--- config.mk ---
export PLATFORM = sky130hd
export DESIGN_NAME = serial_frame_rx
export DESIGN_NICKNAME = d
export VERILOG_FILES = /design/src/rtl/serial_frame_rx.sv
export SDC_FILE = /design/constraint.sdc
export NUM_CORES = 1
export LEC_CHECK = 0
export ABC_AREA = 1
export BUFFER_PORTS_ARGS = -buffer_cell sky130_fd_sc_hd__buf_4
export CORE_MARGIN = 2
export CORE_UTILIZATION = 40
export DETAILED_ROUTE_END_ITERATION = 10
export PLACE_DENSITY = 0.63
export SYNTH_ARGS = -nofsm -noshare
export SYNTH_HDL_FRONTEND = slang
export SYNTH_SLANG_ARGS = --single-unit
--- constraint.sdc ---
create_clock -name clk -period 2.9 [get_ports clk]
set_input_delay 0.29 -clock clk [delete_from_list [all_inputs] [get_ports clk]]
set_output_delay 0.29 -clock clk [all_outputs]
set_load 0.05 [all_outputs]
--- src/rtl/serial_frame_rx.sv ---
// Framed serial receiver: start / LSB-first data / optional parity / stop.
// Reassembles a WIDTH-bit word and flags framing and parity errors.
module serial_frame_rx #(
   parameter int unsigned WIDTH  = 8,
   parameter int unsigned PARITY = 0,
   parameter int unsigned CNT_W  = 4
) (
   input  logic             clk,
   input  logic             rst_n,
   input  logic             en,
   input  logic             in,
   output logic [WIDTH-1:0] out,
   output logic             out_vld,
   output logic             err_frame,
   output logic             err_par,
   output logic             busy
);

   localparam logic [2:0] IDLE  = 3'd0;
   localparam logic [2:0] DATA  = 3'd1;
   localparam logic [2:0] PAR   = 3'd2;
   localparam logic [2:0] STOP  = 3'd3;
   localparam logic [2:0] BREAK = 3'd4;

   localparam logic [CNT_W-1:0] LAST_BIT = CNT_W'(WIDTH - 1);
   localparam logic             PAR_EN   = (PARITY != 0);
   localparam logic             PAR_ODD  = (PARITY == 2);

   logic [2:0]       state, state_nxt;
   logic [WIDTH-1:0] shreg, shreg_nxt;
   logic [CNT_W-1:0] cnt, cnt_nxt;
   logic             acc, acc_nxt;
   logic             par_bad, par_bad_nxt;
   logic [WIDTH-1:0] out_nxt;
   logic             vld_nxt, ferr_nxt, perr_nxt;

   // State and registered outputs
   always_ff @(posedge clk or negedge rst_n) begin
      if (!rst_n) begin
         state     <= IDLE;
         shreg     <= '0;
         cnt       <= '0;
         acc       <= 1'b0;
         par_bad   <= 1'b0;
         out       <= '0;
         out_vld   <= 1'b0;
         err_frame <= 1'b0;
         err_par   <= 1'b0;
         busy      <= 1'b0;
      end else begin
         state     <= state_nxt;
         shreg     <= shreg_nxt;
         cnt       <= cnt_nxt;
         acc       <= acc_nxt;
         par_bad   <= par_bad_nxt;
         out       <= out_nxt;
         out_vld   <= vld_nxt;
         err_frame <= ferr_nxt;
         err_par   <= perr_nxt;
         busy      <= (state_nxt != IDLE);
      end
   end

   // Next-state and output decode; nothing advances without a strobe
   always_comb begin
      state_nxt   = state;
      shreg_nxt   = shreg;
      cnt_nxt     = cnt;
      acc_nxt     = acc;
      par_bad_nxt = par_bad;
      out_nxt     = out;
      vld_nxt     = 1'b0;
      ferr_nxt    = 1'b0;
      perr_nxt    = 1'b0;
      if (en) begin
         case (state)
            IDLE: begin
               if (!in) begin
                  state_nxt   = DATA;
                  cnt_nxt     = '0;
                  acc_nxt     = 1'b0;
                  par_bad_nxt = 1'b0;
               end
            end
            DATA: begin
               shreg_nxt = {in, shreg[WIDTH-1:1]};
               acc_nxt   = acc ^ in;
               cnt_nxt   = cnt + 1'b1;
               if (cnt == LAST_BIT) state_nxt = PAR_EN ? PAR : STOP;
            end
            PAR: begin
               par_bad_nxt = par_bad | ((acc ^ in) != PAR_ODD);
               state_nxt   = STOP;
            end
            STOP: begin
               if (in) begin
                  state_nxt = IDLE;
                  if (par_bad) begin
                     perr_nxt = 1'b1;
                  end else begin
                     out_nxt = shreg;
                     vld_nxt = 1'b1;
                  end
               end else begin
                  // Line stuck low: hold off new starts until it returns high
                  state_nxt = BREAK;
                  ferr_nxt  = 1'b1;
                  perr_nxt  = par_bad;
               end
            end
            BREAK: begin
               if (in) state_nxt = IDLE;
            end
            default: state_nxt = IDLE;
         endcase
      end
   end

endmodule
==> flow_metrics.tcl <==
set metrics [dict create \
    status "finished, final reports clean" \
    start_util_pct 41.6 \
    path_buf_inv 0 \
    avgSynthCellArea_um2 9.46 \
    synth_fa_ha_area_share_pct 0.994 \
    hold_path.class "in2reg" \
    htree_levels 2 \
    relSlewSlack_pct 76.0 \
    async_flop_share_pct 100 \
    p_per_area_nw_per_um2 796 \
    ir_worst_vdd_mv 0.373 \
    synth_ff_type "dfrtp_1" \
    grt_overflow_total 0 \
    fill_cells 297 \
    drtIter0Drc 32 \
    rows 20 \
    yosysTopAreaCellShare_pct 57.7 \
    path_clk_slew_ps 80 \
    muxShareOfSynthArea_pct 0.795 \
    crit_type "reg2reg" \
    highest_layer "met4" \
    slowest_stage "dfrtp_1" \
    die_h_um 60.1 \
    core_um2 3030 \
    cp.required_ps 3100 \
    cts_tree "done" \
    ys_seq_area_share_pct 57.7 \
    wl_per_cell_um 10.5 \
    nets 157 \
    tightest_slew_ps 360 \
    place.gp.congestion 0.886 \
    worst_clock_skew_ps 4.43 \
    p_leak_nw 0.745 \
    finalSetupViolations 0 \
    drt-total-wl_um 2070 \
    yosys_warnings 0 \
    maxCapViolations 0 \
    post-dp-hpwl_um 1500 \
    rr_worst_depth 4 \
    synth_area_um2 1260 \
    clk_latency_ps 320 \
    portBuffers 15 \
    cp-start-kind "register" \
    drive_gt1_share_pct 22.4 \
    met2_length_um 1000 \
    fin_crit_sh_pct 48.1 \
    hold_depth 3 \
    grt_pass1_wl_um 3790 \
    die_w_um 60.1 \
    ant_nets 0 \
    yosys.cell_types.count 21 \
    synth_simple_gate_area_share_pct 16.7 \
    cts_root_buf "clkbuf_4" \
    drv_slew 0 \
    wl_met3_um 108 \
    area_growth_syn_to_layout_pct 15.4 \
    drcViolationCount 0 \
    max_stage_delay_ps 460 \
    dp_cells 188 \
    grt_util_all_layers_pct 14.6 \
    path_delay_family "simple AND/OR/NAND/NOR gates" \
    worstPathArrival_ps 1600 \
    ctsResizeCount 0 \
    viasPerCell 4.65 \
    dieArea_um2 3610 \
    postCtsHoldBufs 1 \
    crit_fanout 21 \
    io_pins 16 \
    period_needed_ps 1400 \
    via_count 912 \
    yosysTopAreaCell "dfrtp_1" \
    antenna_cells 0 \
    synth_xor_xnor_area_share_pct 1.39 \
    synth_top_family_by_area "simple AND/OR/NAND/NOR gates" \
    hold_violations 0 \
    final_cell_mix "nand2_1 (31), dfrtp_1 (29), inv_1 (21)" \
    cts_buffers 5 \
    m1WireLength_um 913 \
    fin_setup_tns_ps 0 \
    final_common_cell "nand2_1" \
    fmax_ghz 0.716 \
    fin_cells 196 \
    grt_max_degree 30 \
    syn-num-nets 138 \
    synth.area.top_cells "dfrtp_1 (58%), nand2_1 (9.2%), inv_1 (6.3%)" \
    rsz0062_at_grt "no" \
    whs_ps 263 \
    synthCells 133 \
    synth_edf_count 0 \
    first_global_vias 879 \
    crit_cells 4 \
    antenna_found_initial 0 \
    end_kind "register" \
    drt_pass1_iterations 4 \
    synth-seq-cells 29 \
    clkSinkCount 29 \
    clockBufferDepth 2 \
    postCtsSetupBuffers 0 \
    synth-compound-area-share_pct 13.1 \
    crit_chain "nor2_2, nand3_2, o21ai_2, o21ai_0" \
]
-- flip-flops by register name (all words and copies together) (netlist names) --
name	flops
out	8
shreg	8
cnt	4
state	3
acc	1
busy	1
err_frame	1
err_par	1
out_vld	1
par_bad	1
-- Yosys cell counts (2+ instances only) --
| cell type | count |
|---|---|
| nand2_1 | 31 |
| dfrtp_1 | 29 |
| inv_1 | 21 |
| o21ai_0 | 13 |
| nor2_1 | 8 |
| o21ai_2 | 8 |
| nand3_1 | 6 |
| buf_6 | 3 |
| a21oi_1 | 2 |
-- final cells by class --
cell class | instances | area [µm²] | share of cell area, %
well taps | 44 | 55.1 | 3.79
multi-input cells | 79 | 415 | 28.6
repair buffers | 16 | 123 | 8.44
flip-flops and latches | 29 | 726 | 50.0
clock buffers | 7 | 55.1 | 3.79
inverters | 21 | 78.8 | 5.43
-- worst paths after layout --
| path | startpoint | endpoint | slack [ps] |
|---|---|---|---|
| worst min register to register | out[1] | out[1] | 490 |
| worst max register to register | state[2] | acc | 1500 |
| worst min-delay path | en | state[1] | 260 |
| min in group asynchronous | rst_n | out[4] | 410 |
| worst max-delay path | state[2] | acc | 1500 |
| max in group asynchronous | rst_n | out[1] | 2210 |
-- worst register-to-register path: stages, from the launching register on --
cell	delay [ps]
dfrtp_1	460
nor2_2	170
nand3_2	310
o21ai_2	230
o21ai_0	120
-- layer usage --
metal / vias to the layer above / global-route usage, %
li1: 453 / -
met1: 434 / 17.1
met2: 19 / 23.3
met3: 6 / 5.84
met4: 0 / 6.67
met5: - / 0
-- per-stage QoR --
step	power (mW)	utilization, %	setup slack, ps	cell area (µm²)
finish	1.16	48.0	1500	1450
global route	1.26	48.0	1340	1450
CTS	1.18	48.0	1480	1450
detailed placement	0.925	45.8	1500	1390
global placement	0.906	45.8	1580	1390
floorplan	0.840	-	1810	1260
-- power breakdown --
part	switching, mW	internal [mW]	total, mW
Sequential	0.0740	0.512	0.586
Combinational	0.214	0.111	0.326
Clock	0.130	0.114	0.244
-- cell families after synthesis --
kind of cell,after synthesis
simple gates,49
buf+inv,25
compound gates,26
mux,1
xor+xnor,2
flops,29
fa+ha+maj,1
Power figures use the tool's default switching activity.
